**src/rtl/memory_arbiter_pkg.sv**
```systemverilog
// Shared constants and FSM state type for the video/MCU SRAM arbiter.
package memory_arbiter_pkg;

    localparam int unsigned SCREEN_WIDTH  = 320;
    localparam int unsigned SCREEN_HEIGHT = 240;
    localparam int unsigned SRAM_ADDR_W   = 17;

    typedef enum logic [2:0] {
        StIdle,
        StRead,
        StReadDone,
        StWrite,
        StWriteDone,
        StSkipDone
    } state_e;

endpackage

```
**src/rtl/memory_arbiter_if.sv**
```systemverilog
// Bundle of the scan-out read port, MCU write port and external SRAM pins.
interface memory_arbiter_if;
    import memory_arbiter_pkg::*;

    logic [8:0]             videoXCoord;
    logic [7:0]             videoYCoord;
    logic                   videoReadRequest;
    logic [7:0]             videoReadData;
    logic                   videoReadComplete;

    logic [8:0]             memoryXCoord;
    logic [7:0]             memoryYCoord;
    logic                   memoryWriteRequest;
    logic [7:0]             memoryWriteData;
    logic                   memoryWriteComplete;

    logic [SRAM_ADDR_W-1:0] sramAddress;
    logic [7:0]             sramDataOut;
    logic                   sramDataOutEnable;
    logic [7:0]             sramDataIn;
    logic                   sramChipEnableN;
    logic                   sramOutputEnableN;
    logic                   sramWriteEnableN;

    // Arbiter side.
    modport slave (
        input  videoXCoord, videoYCoord, videoReadRequest,
        output videoReadData, videoReadComplete,
        input  memoryXCoord, memoryYCoord, memoryWriteRequest, memoryWriteData,
        output memoryWriteComplete,
        output sramAddress, sramDataOut, sramDataOutEnable,
        input  sramDataIn,
        output sramChipEnableN, sramOutputEnableN, sramWriteEnableN
    );

    // Requester / SRAM model side.
    modport master (
        output videoXCoord, videoYCoord, videoReadRequest,
        input  videoReadData, videoReadComplete,
        output memoryXCoord, memoryYCoord, memoryWriteRequest, memoryWriteData,
        input  memoryWriteComplete,
        input  sramAddress, sramDataOut, sramDataOutEnable,
        output sramDataIn,
        input  sramChipEnableN, sramOutputEnableN, sramWriteEnableN
    );

endinterface

```
**src/rtl/coord_to_address.sv**
```systemverilog
// Combinational pixel coordinate to linear SRAM address (y*320+x) with range check.
module coord_to_address
    import memory_arbiter_pkg::*;
#(
    parameter int unsigned WIDTH  = memory_arbiter_pkg::SCREEN_WIDTH,
    parameter int unsigned HEIGHT = memory_arbiter_pkg::SCREEN_HEIGHT
) (
    input  logic [8:0]             i_x,
    input  logic [7:0]             i_y,
    output logic [SRAM_ADDR_W-1:0] o_address,
    output logic                   o_in_range
);

    // Shift-add form of y*320, all terms widened to 17 bits so nothing truncates.
    always_comb begin
        o_address = {1'b0, i_y, 8'b0} + {3'b0, i_y, 6'b0} + {8'b0, i_x};
        o_in_range = (32'(i_x) < WIDTH) && (32'(i_y) < HEIGHT);
    end

endmodule

```
**src/rtl/memory_arbiter.sv**
```systemverilog
// Arbitrates scan-out reads and MCU writes onto one asynchronous SRAM with fixed-length strobes.
module memory_arbiter #(
    parameter int unsigned WAIT_CYCLES   = 2,
    parameter int unsigned SCREEN_WIDTH  = memory_arbiter_pkg::SCREEN_WIDTH,
    parameter int unsigned SCREEN_HEIGHT = memory_arbiter_pkg::SCREEN_HEIGHT
) (
    input  logic             clock,
    input  logic             resetN,
    memory_arbiter_if.slave  bus
);
    import memory_arbiter_pkg::*;

    localparam logic [2:0] LastCnt = 3'(WAIT_CYCLES - 1);

    state_e                 r_state;
    state_e                 w_state_d;
    logic [2:0]             r_cnt;
    logic [2:0]             w_cnt_d;
    logic                   r_last_read;
    logic                   r_is_read;
    logic [SRAM_ADDR_W-1:0] r_addr;
    logic [7:0]             r_wdata;
    logic [7:0]             r_rdata;

    logic                   w_grant_read;
    logic                   w_grant_write;
    logic                   w_latch;
    logic [8:0]             w_sel_x;
    logic [7:0]             w_sel_y;
    logic [SRAM_ADDR_W-1:0] w_addr;
    logic                   w_in_range;

    logic                   w_ce_n;
    logic                   w_oe_n;
    logic                   w_we_n;
    logic                   w_doe;
    logic                   w_read_cmp;
    logic                   w_write_cmp;

    // Read wins a tie unless the last grant was a read, bounding write wait to one read.
    always_comb begin
        w_grant_read  = bus.videoReadRequest &&
                        (!bus.memoryWriteRequest || !r_last_read);
        w_grant_write = bus.memoryWriteRequest && !w_grant_read;
        w_sel_x       = w_grant_read ? bus.videoXCoord : bus.memoryXCoord;
        w_sel_y       = w_grant_read ? bus.videoYCoord : bus.memoryYCoord;
    end

    coord_to_address #(
        .WIDTH  (SCREEN_WIDTH),
        .HEIGHT (SCREEN_HEIGHT)
    ) u_coord_to_address (
        .i_x        (w_sel_x),
        .i_y        (w_sel_y),
        .o_address  (w_addr),
        .o_in_range (w_in_range)
    );

    always_ff @(posedge clock or negedge resetN) begin
        if (!resetN) begin
            r_state <= StIdle;
            r_cnt   <= '0;
        end else begin
            r_state <= w_state_d;
            r_cnt   <= w_cnt_d;
        end
    end

    always_comb begin
        w_state_d   = r_state;
        w_cnt_d     = r_cnt;
        w_latch     = 1'b0;
        w_ce_n      = 1'b1;
        w_oe_n      = 1'b1;
        w_we_n      = 1'b1;
        w_doe       = 1'b0;
        w_read_cmp  = 1'b0;
        w_write_cmp = 1'b0;
        unique case (r_state)
            StIdle: begin
                if (w_grant_read || w_grant_write) begin
                    w_latch = 1'b1;
                    w_cnt_d = '0;
                    if (!w_in_range) begin
                        w_state_d = StSkipDone;
                    end else if (w_grant_read) begin
                        w_state_d = StRead;
                    end else begin
                        w_state_d = StWrite;
                    end
                end
            end
            StRead: begin
                w_ce_n = 1'b0;
                w_oe_n = 1'b0;
                if (r_cnt == LastCnt) begin
                    w_state_d = StReadDone;
                end else begin
                    w_cnt_d = r_cnt + 3'd1;
                end
            end
            StWrite: begin
                w_ce_n = 1'b0;
                w_we_n = 1'b0;
                w_doe  = 1'b1;
                if (r_cnt == LastCnt) begin
                    w_state_d = StWriteDone;
                end else begin
                    w_cnt_d = r_cnt + 3'd1;
                end
            end
            StReadDone: begin
                w_read_cmp = 1'b1;
                w_state_d  = StIdle;
            end
            StWriteDone: begin
                // Keep driving data for hold time after the write strobe rises.
                w_doe       = 1'b1;
                w_write_cmp = 1'b1;
                w_state_d   = StIdle;
            end
            StSkipDone: begin
                w_read_cmp  = r_is_read;
                w_write_cmp = !r_is_read;
                w_state_d   = StIdle;
            end
            default: w_state_d = StIdle;
        endcase
    end

    always_ff @(posedge clock or negedge resetN) begin
        if (!resetN) begin
            r_last_read <= 1'b0;
            r_is_read   <= 1'b0;
            r_addr      <= '0;
            r_wdata     <= '0;
            r_rdata     <= '0;
        end else begin
            if (w_latch) begin
                r_last_read <= w_grant_read;
                r_is_read   <= w_grant_read;
                r_addr      <= w_addr;
                if (w_grant_write) begin
                    r_wdata <= bus.memoryWriteData;
                end
                if (w_grant_read && !w_in_range) begin
                    r_rdata <= '0;
                end
            end
            if (r_state == StRead && r_cnt == LastCnt) begin
                r_rdata <= bus.sramDataIn;
            end
        end
    end

    assign bus.videoReadData       = r_rdata;
    assign bus.videoReadComplete   = w_read_cmp;
    assign bus.memoryWriteComplete = w_write_cmp;
    assign bus.sramAddress         = r_addr;
    assign bus.sramDataOut         = r_wdata;
    assign bus.sramDataOutEnable   = w_doe;
    assign bus.sramChipEnableN     = w_ce_n;
    assign bus.sramOutputEnableN   = w_oe_n;
    assign bus.sramWriteEnableN    = w_we_n;

endmodule

```
**src/flat_wrapper.sv**
```systemverilog
// flat-port wrapper written by rule: the top's interface ports become plain ports
module memory_arbiter_flat import memory_arbiter_pkg::*;
#(
    parameter int unsigned WAIT_CYCLES   = 2,
    parameter int unsigned SCREEN_WIDTH  = memory_arbiter_pkg::SCREEN_WIDTH,
    parameter int unsigned SCREEN_HEIGHT = memory_arbiter_pkg::SCREEN_HEIGHT
)
  (clock, resetN, bus_videoXCoord, bus_videoYCoord, bus_videoReadRequest, bus_videoReadData, bus_videoReadComplete, bus_memoryXCoord, bus_memoryYCoord, bus_memoryWriteRequest, bus_memoryWriteData, bus_memoryWriteComplete, bus_sramAddress, bus_sramDataOut, bus_sramDataOutEnable, bus_sramDataIn, bus_sramChipEnableN, bus_sramOutputEnableN, bus_sramWriteEnableN);
  memory_arbiter_if bus_i ();
  input  logic clock;
  input  logic resetN;
  input wire logic [$bits(bus_i.videoXCoord)-1:0] bus_videoXCoord;
  input wire logic [$bits(bus_i.videoYCoord)-1:0] bus_videoYCoord;
  input wire logic [$bits(bus_i.videoReadRequest)-1:0] bus_videoReadRequest;
  output wire logic [$bits(bus_i.videoReadData)-1:0] bus_videoReadData;
  output wire logic [$bits(bus_i.videoReadComplete)-1:0] bus_videoReadComplete;
  input wire logic [$bits(bus_i.memoryXCoord)-1:0] bus_memoryXCoord;
  input wire logic [$bits(bus_i.memoryYCoord)-1:0] bus_memoryYCoord;
  input wire logic [$bits(bus_i.memoryWriteRequest)-1:0] bus_memoryWriteRequest;
  input wire logic [$bits(bus_i.memoryWriteData)-1:0] bus_memoryWriteData;
  output wire logic [$bits(bus_i.memoryWriteComplete)-1:0] bus_memoryWriteComplete;
  output wire logic [$bits(bus_i.sramAddress)-1:0] bus_sramAddress;
  output wire logic [$bits(bus_i.sramDataOut)-1:0] bus_sramDataOut;
  output wire logic [$bits(bus_i.sramDataOutEnable)-1:0] bus_sramDataOutEnable;
  input wire logic [$bits(bus_i.sramDataIn)-1:0] bus_sramDataIn;
  output wire logic [$bits(bus_i.sramChipEnableN)-1:0] bus_sramChipEnableN;
  output wire logic [$bits(bus_i.sramOutputEnableN)-1:0] bus_sramOutputEnableN;
  output wire logic [$bits(bus_i.sramWriteEnableN)-1:0] bus_sramWriteEnableN;
  assign bus_i.videoXCoord = bus_videoXCoord;
  assign bus_i.videoYCoord = bus_videoYCoord;
  assign bus_i.videoReadRequest = bus_videoReadRequest;
  assign bus_videoReadData = bus_i.videoReadData;
  assign bus_videoReadComplete = bus_i.videoReadComplete;
  assign bus_i.memoryXCoord = bus_memoryXCoord;
  assign bus_i.memoryYCoord = bus_memoryYCoord;
  assign bus_i.memoryWriteRequest = bus_memoryWriteRequest;
  assign bus_i.memoryWriteData = bus_memoryWriteData;
  assign bus_memoryWriteComplete = bus_i.memoryWriteComplete;
  assign bus_sramAddress = bus_i.sramAddress;
  assign bus_sramDataOut = bus_i.sramDataOut;
  assign bus_sramDataOutEnable = bus_i.sramDataOutEnable;
  assign bus_i.sramDataIn = bus_sramDataIn;
  assign bus_sramChipEnableN = bus_i.sramChipEnableN;
  assign bus_sramOutputEnableN = bus_i.sramOutputEnableN;
  assign bus_sramWriteEnableN = bus_i.sramWriteEnableN;
  memory_arbiter #(.WAIT_CYCLES(WAIT_CYCLES), .SCREEN_WIDTH(SCREEN_WIDTH), .SCREEN_HEIGHT(SCREEN_HEIGHT)) u_core (.clock(clock), .resetN(resetN), .bus(bus_i));
endmodule
```
**config.mk**
```make
export PLATFORM = sky130hd
export DESIGN_NAME = memory_arbiter_flat
export DESIGN_NICKNAME = d
export VERILOG_FILES = /design/src/rtl/memory_arbiter_pkg.sv /design/src/rtl/memory_arbiter_if.sv /design/src/rtl/coord_to_address.sv /design/src/rtl/memory_arbiter.sv /design/src/flat_wrapper.sv
export SDC_FILE = /design/constraint.sdc
export NUM_CORES = 1
export LEC_CHECK = 0
export ABC_CLOCK_PERIOD_IN_PS = 3530
export CORE_MARGIN = 8
export CORE_UTILIZATION = 55
export DETAILED_ROUTE_END_ITERATION = 10
export DONT_BUFFER_PORTS = 1
export PLACE_DENSITY = 0.78
export SKIP_LAST_GASP = 1
export SYNTH_ARGS = -nofsm -noshare
export SYNTH_HDL_FRONTEND = slang
export SYNTH_SLANG_ARGS = --single-unit
```
**constraint.sdc**
```tcl
create_clock -name clock -period 3.53 [get_ports clock]
set_input_delay 0.8825 -clock clock [delete_from_list [all_inputs] [get_ports clock]]
set_output_delay 0.8825 -clock clock [all_outputs]
set_load 0.02 [all_outputs]
```
# Yosys cells after proc, flatten, opt, wreduce, memory -nomap -nowiden
# Index checks and enable logic that the tools add are counted.
# classes
addsub,3
order_cmp,2
n_eq_ne,10
n_mux,22
reduce_logical,21
# op_table
operator,count
2-to-1 mux 8 bit,4
2-to-1 mux 3 bit,6
adder 16 x 14 -> 17 bit,1
adder 17 x 9 -> 17 bit,1
"< comparator 9 bit, second input constant",1
2-to-1 mux 9 bit,1
case mux 3 bit (3 select lines),1
"< comparator 8 bit, second input constant",1
"equality test 3 x 1 -> 1 bit, second input constant",2
"equality test 3 x 2 -> 1 bit, second input constant",2
"equality test 3 bit, second input constant",2
2-to-1 mux 1 bit,6
"inequality test 2 x 1 -> 1 bit, second input constant",3
case mux 3 bit (2 select lines),1
AND reduction 3 bit,2
nonzero test 2 bit,3
logical AND 1 bit,5
logical NOT 1 bit,4
case mux 1 bit (2 select lines),2
AND reduction 2 bit,2
OR reduction 2 bit,2
"adder 3 x 1 -> 3 bit, second input constant",1
logical NOT 3 bit,1
logical OR 1 bit,2
2 further kinds,2
# totals
regBits,40
out_inout_bits,39
word_cells,64

# Longest topological paths before layout
# Gate-level depths: netlist (run 1).
# logic_depth
depth_word,11
depth_mapped,12
depth_no_buf,11

# Hierarchy
# A second synthesis (run 1) with hierarchy kept.
# hier_totals
hier_cells,202
area_unflattened_um2,2396.0
# modules_own_cells
module,instances,cells_each,area_per_inst_um2
memory_arbiter,1,143,1884.3
coord_to_address,1,59,511.7

# Worst setup path after synthesis (run 1)
# Ideal clock, no wire load.
# synth_timing
kind,input port to flip-flop
from,input port bus_videoReadRequest
to,"register u_core.r_addr[15], in the netlist u_core.bus.sramAddress[15]"
setup_time_ps,132
t_arrival_ps,3604
required_ps,3398
setup_slack_ps,-206
path_stages,12
n_path_buf,2
path_cell_list,a21boi_2 -> buf_2 -> buf_2 -> mux2_1 -> ha_1 -> ha_1 -> fa_1 -> a211oi_1 -> o21ai_0 -> a31oi_1 -> xor2_1 -> o21ai_1
# synth_between
elab_chain_cells,6
# synth_rtl
item,line_no,text
from (decl),flat_wrapper.sv:14,input wire logic [$bits(bus_i.videoReadRequest)-1:0] bus_videoReadRequest;
logical AND 1 bit *,memory_arbiter.sv:42,w_grant_read = bus.videoReadRequest &&
branches (longest 5 deep; another with adder 16 x 14 -> 17 bit),-,
to (signal assigned),memory_arbiter.sv:142,r_addr <= w_addr;
to (decl),memory_arbiter.sv:21,logic [SRAM_ADDR_W-1:0] r_addr;
# Every way passes the cells marked *.
# A chain may end at the register's enable or synchronous reset.

# Final worst setup path (run 1)
# Same ends and word-level chain as after synthesis.

==> results of run 1 <==
-- per-layer routing --
layer  track usage (%)  up-vias  wire length, µm
li1                  -      788                -
met4             5.273        2               65
met1             19.57      719             2043
met2             24.62       71             2214
met3             8.929        9              699
met5                 0        -                8
-- sequential cells by signal, summed over array words and instances, names as in the netlist --
name and flops:
u_core.r_state 3, u_core.bus.sramAddress 17, u_core.r_cnt 3, u_core.r_last_read 1
u_core.bus.sramDataOut 8, u_core.bus.videoReadData 8
-- final timing paths --
| check | startpoint | endpoint | slack (ps) | depth (start not counted) |
|---|---|---|---|---|
| worst max-delay path | bus_videoReadRequest | u_core.bus.sramAddress[15] | 290 | 11 |
| worst min-delay path | resetN | u_core.bus.sramAddress[10] | 280 | 0 |
| max in group asynchronous | resetN | u_core.bus.sramAddress[3] | 3170 | 0 |
| worst min register to register | u_core.r_cnt[0] | u_core.r_cnt[0] | 520 | 1 |
| min in group clock | u_core.r_cnt[0] | u_core.r_cnt[0] | 520 | 1 |
| worst max register to register | u_core.r_last_read | u_core.bus.sramAddress[15] | 430 | 11 |
-- per-stage QoR --
stage	std cells	setup WS, ps	util, %
finish	271	290.3	60.99
floorplan	216	7.308	-
CTS	271	299.8	60.99
global placement	264	65.33	59.06
global route	271	128.6	60.99
detailed placement	264	6.449	59.06
-- power groups by stage --
stage                     Combinational [µW]  Clock [µW]  Sequential [µW]
after floorplan                          720           0             1050
after global placement                   820           0             1100
after detailed placement                 858           0             1110
after CTS                                857         293             1100
after global routing                     969         321             1130
final                                    845         279             1090
-- cells in the final DEF, fill, tap and decap left out, types with 5 or more instances in the layout --
cell,n
a21oi_1,8
nor2_1,12
ha_1,18
xor2_1,7
clkbuf_8,5
mux2i_1,16
o21ai_0,8
nand2_1,25
mux2_2,7
mux2_1,13
nand3_1,5
o21ai_1,17
dfrtp_1,40
-- cells by family after synthesis --
family / after synthesis
compound gates: 52
buf+inv: 10
mux: 36
flops: 40
fa+ha+maj: 19
simple gates: 51
xor+xnor: 8
-- cell type report --
cell class,count,area [µm²]
fill,356,1560
multi-input combinational,166,1254
sequential,40,1001
clock buffer,6,72.57
tap,50,62.56
timing repair buffer,4,30.03
inverter,4,15.01
clock inverter,1,5.005
==> flow_summary.yaml, run 1 <==
clock_network:
  clk_pin_slew_worst_paths_ps: 70
  cts_sinks: 40
  cts_tree: "yes"
  clock_latency_ps: 290
  cts-resized-gates: 0
  cts_buffer_depth: 2
  post_cts_buffers: 0
  ctsHoldBuffers: 0
  cts_buffers: 5
  h-tree-depth: 2
  cts_root_buf: "clkbuf_8"
sta:
  final-hold-violation-count: 0
  maxSlewHeadroom_pct: 45.65
  period_minus_slack_ps: 3240
  slew_viol_final: 0
  finalSetupViolCount: 0
  fmaxAchievable_mhz: 308.7
  fin_worst_skew_ps: 1.702
  worst_slew_pin_slew_ps: 815.1
  final.setup.tns_ps: 0
  holdWs_ps: 283.2
  rsz0062_at_grt: "false"
  fin_crit_sh_pct: 91.78
logic_synthesis:
  ys_ff_latch: 40
  synth-compound-area-share_pct: 13.75
  ys_top_cells_by_count: "dfrtp_1 (40), nand2_1 (25), ha_1 (18)"
  yosys.area_share.adder_pct: 10.69
  ys_types: 39
  synthTopCellsByArea: "dfrtp_1 (44%), ha_1 (9.8%), mux2i_1 (7.0%)"
  synth_seq_area_share_pct: 43.64
  synth-simple-area-share_pct: 10.15
  synth_edf_count: 0
  netlist_area_um2: 2293
  synth_most_common_cell: "dfrtp_1"
  syn_nets: 289
  async_reset_ff_share_pct: 100.0
  synth_top_area_share_pct: 43.64
  yosysWarnings: 0
  synth_area_leader_cell: "dfrtp_1"
  synth-xor-area-share_pct: 3.055
  synth_top_family_by_area: "multiplexers"
  synth-main-ff-cell: "dfrtp_1"
  netlist_instances: 216
  avgSynthCellArea_um2: 10.62
  synth_mux_area_share_pct: 16.80
placement:
  post_dp_cell_area_um2: 2362
  gp_congestion: 0.8443
  dp_hpwl_mm: 4.109
  port-buffer-count: 0
floorplan:
  core_area_um2: 4000
  floorplan.initialDensity_pct: 57.34
  io_pins: 93
  fp-row-count: 23
  fp.dieArea_um2: 6492
  dieHeight_um: 80.58
  die_x_um: 80.58
power:
  p_leak_uw: 0.001158
  p_int_uw: 1187
  p_sw_uw: 1029
  ir_worst_vdd_mv: 0.4035
  pwr_density_cell_nw_per_um2: 908.2
  seq_power_share_pct: 49.3
  power_frac_comb_pct: 38.1
  clockPowerShare_pct: 12.6
  switching_share_pct: 46.45
  finalPower_uw: 2216
cells_and_area:
  syn2layout_area_growth_pct: 6.383
  nets: 294
  layout-drive-gt1-share_pct: 11.31
  finalInstanceArea_um2: 2440
  antennaDiodeCount: 0
route:
  avgRoutedWirePerCell_um: 18.56
  num_vias: 1589
  ant_nets: 0
  drt_iter0_drc: 31
  wirelength_mm: 5.031
  drc: 0
  drt_pass1_iterations: 4
  via_per_inst: 5.863
worst_setup_path:
  crit_fanout: 9
  path_buf_inv: 1
  cp.arrival_ps: 3380
  cpPeakStageDelay_ps: 450
  setup.worst_path.start_class: "primary input"
  worstSetupPathType: "in2reg"
  cp.required_ps: 3670
  cp-end-kind: "register"
  path_common_cell: "ha_1"
  critPathTopFamily: "adder cells"
  crit_chain: "a21boi_2, buf_4, mux2_1, ha_1, ha_1, fa_1, a211oi_2, o21ai_0, a31oi_1, xor2_1, o21ai_1"
  critPathSlowestCell: "fa_1"
job:
  drv_cap: 0
outcome:
  outcome: "complete, no violations"
min_path:
  hp-class: "in2async"
global_routing:
  grtUsageTotal_pct: 16.43
  grt_overflow: 0
  antenna_found_initial: 1
  first_global_vias: 1672
  grt_max_degree: 41
  grt_pass1_wl_mm: 8.300
(Power assumes the default switching activity.)
==> run 2: changes to the inputs <==
CTS_CLUSTER_SIZE = 20   (was not set)
REMOVE_ABC_BUFFERS = 1   (was not set)
==> flow_summary.yaml, run 2 (synthesis results as in run 1) <==
outcome:
  outcome: "complete, no violations"
global_routing:
  first_global_vias: 1612
  grt_overflow: 0
  grt_max_degree: 41
  grt_pass1_wl_mm: 7.879
  antenna_found_initial: 0
  grtUsageTotal_pct: 15.48
cells_and_area:
  syn2layout_area_growth_pct: 7.638
  layout_common_cells: "dfrtp_1 (40), nand2_1 (25), ha_1 (18), o21ai_1 (17), mux2i_1 (15)"
  largest_reg_flops: 17
  nets: 296
  finalInstanceArea_um2: 2469
  antennaDiodeCount: 0
  layout-drive-gt1-share_pct: 12.95
  fin_util_pct: 61.71
  n_fill_cell: 374
  final_common_cell: "dfrtp_1"
power:
  p_leak_uw: 0.001177
  ir_worst_vdd_mv: 0.3949
  power_frac_comb_pct: 37.7
  switching_share_pct: 46.01
  p_sw_uw: 1032
  p_int_uw: 1211
  clockPowerShare_pct: 13.7
  pwr_density_cell_nw_per_um2: 908.3
  seq_power_share_pct: 48.6
worst_setup_path:
  path_common_cell: "xor2_1"
  cp.arrival_ps: 3470
  worstSetupPathType: "in2reg"
  setup.worst_path.start_class: "primary input"
  rr_startpoint: "u_core.r_last_read"
  critPathSlowestCell: "fa_1"
  r2r-end: "u_core.bus.sramAddress[15]"
  cp-end-kind: "register"
  crit_chain: "a21boi_2, buf_4, mux2i_2, xor2_1, ha_1, fa_1, a211oi_1, o21ai_0, a31oi_1, xor2_1, o21ai_1"
  rr_worst_depth: 11
  cp.required_ps: 3700
  crit_fanout: 5
  reg2reg_slack_ps: 370
  cpPeakStageDelay_ps: 460
sta:
  worst_slew_pin_slew_ps: 701.6
  fmaxAchievable_mhz: 303.1
  final-hold-violation-count: 0
  fin_crit_sh_pct: 93.48
  maxSlewHeadroom_pct: 52.73
  fin_worst_skew_ps: 3.228
  finalSetupViolCount: 0
  slew_viol_final: 0
  period_minus_slack_ps: 3300
  rsz0062_at_grt: "false"
floorplan:
  floorplan.initialDensity_pct: 57.34
  io_pins: 93
  die_x_um: 80.58
  fp.dieArea_um2: 6492
  dieHeight_um: 80.58
  core_area_um2: 4000
  fp-row-count: 23
clock_network:
  cts_tree: "yes"
  cts_buffers: 5
  clock_latency_ps: 290
  clk_pin_slew_worst_paths_ps: 70
  post_cts_buffers: 0
  h-tree-depth: 2
  cts_root_buf: "clkbuf_8"
  cts_buffer_depth: 2
  cts_sinks: 40
route:
  top_layer_used: "met4"
  via_per_inst: 5.807
  num_vias: 1591
  route.met3.wl_um: 732
  avgRoutedWirePerCell_um: 18.36
  drt_pass1_iterations: 6
  ant_nets: 0
  wl_met2_mm: 2.275
  drt-met1-wl_mm: 1.970
  drt_iter0_drc: 52
  drc: 0
  wirelength_mm: 5.031
placement:
  post_dp_cell_area_um2: 2372
  port-buffer-count: 0
  dp_hpwl_mm: 4.079
  gp_congestion: 0.9258
job:
  drv_cap: 0
min_path:
  hp-class: "in2async"
## run 2: cell count changes in the layout (fill, tap and decap cells not counted)
cell	before	now
a211oi_2	1	0
mux2i_2	0	1
a211oi_1	1	2
mux2i_1	16	15
clkinv_2	1	2
buf_4	4	6
clkbuf_8	5	6
clkbuf_1	1	0
## run 2: routing by layer
metal	up-vias	GRT usage, %
li1	788	-
met3	6	8.705
met2	61	24.54
met4	0	4.364
met1	736	17.34
met5	-	0
## run 2: final cells by class
class / count / area [µm²] / area share, %
Clock inverter: 2 / 10.01 / 0.4055
Inverter: 4 / 15.01 / 0.6082
Tap cell: 50 / 62.56 / 2.534
Timing Repair Buffer: 6 / 45.04 / 1.825
Clock buffer: 6 / 82.58 / 3.345
Sequential cell: 40 / 1001 / 40.55
Multi-Input combinational cell: 166 / 1252 / 50.73
## run 2: power by group through the flow
| stage | registers, µW | clock network (µW) | logic (µW) |
|---|---|---|---|
| after floorplan | 1050 | 0 | 695 |
| after global placement | 1100 | 0 | 826 |
| after detailed placement | 1110 | 0 | 853 |
| after CTS | 1100 | 313 | 856 |
| after global routing | 1120 | 339 | 958 |
| final | 1090 | 308 | 845 |
## run 2: worst max path at each step
| stage | startpoint | end | slack (ps) |
|---|---|---|---|
| after detailed placement | bus_videoReadRequest | u_core.bus.sramAddress[15] | -130 |
| after CTS | bus_videoReadRequest | u_core.bus.sramAddress[15] | 180 |
| final | bus_videoReadRequest | u_core.bus.sramAddress[15] | 230 |
| after floorplan | bus_memoryWriteRequest | u_core.bus.sramAddress[15] | -360 |
| after global placement | bus_videoReadRequest | u_core.bus.sramAddress[15] | -20 |
| after global routing | bus_videoReadRequest | u_core.bus.sramAddress[15] | 20 |
## run 2: per-stage QoR
step / TNS [ps] / cells / total power (µW) / worst slack [ps] / hold slack [ps]
finish: 0 / 274 / 2242 / 230.3 / 279.3
global route: 0 / 274 / 2420 / 22.22 / 259.3
CTS: 0 / 274 / 2270 / 175.5 / 272.0
detailed placement: -204.0 / 266 / 1959 / -130.6 / 516.8
global placement: -19.91 / 266 / 1923 / -19.91 / 503.7
floorplan: -920.8 / 210 / 1741 / -362.0 / 480.7
## run 2: critical path, delay by kind of cell
family | cells | cell delay, ps
AOI/OAI and AO/OA | 5 | 1020
xor gates and xnor gates | 2 | 350
adders and majority gates | 2 | 740
buffers and inverters | 1 | 200
muxes | 1 | 280
## run 2: what timing repair did
item / in CTS / in global routing
resized for setup: 0 / 1
hold buffers: 0 / 0
endpoints found under the setup margin: 0 / 1
==> run 3: changes to the inputs <==
TNS_END_PERCENT = 50   (was not set)
==> results of run 3 <==
The final DEF is identical to that of run 2; final timing and power are the same.
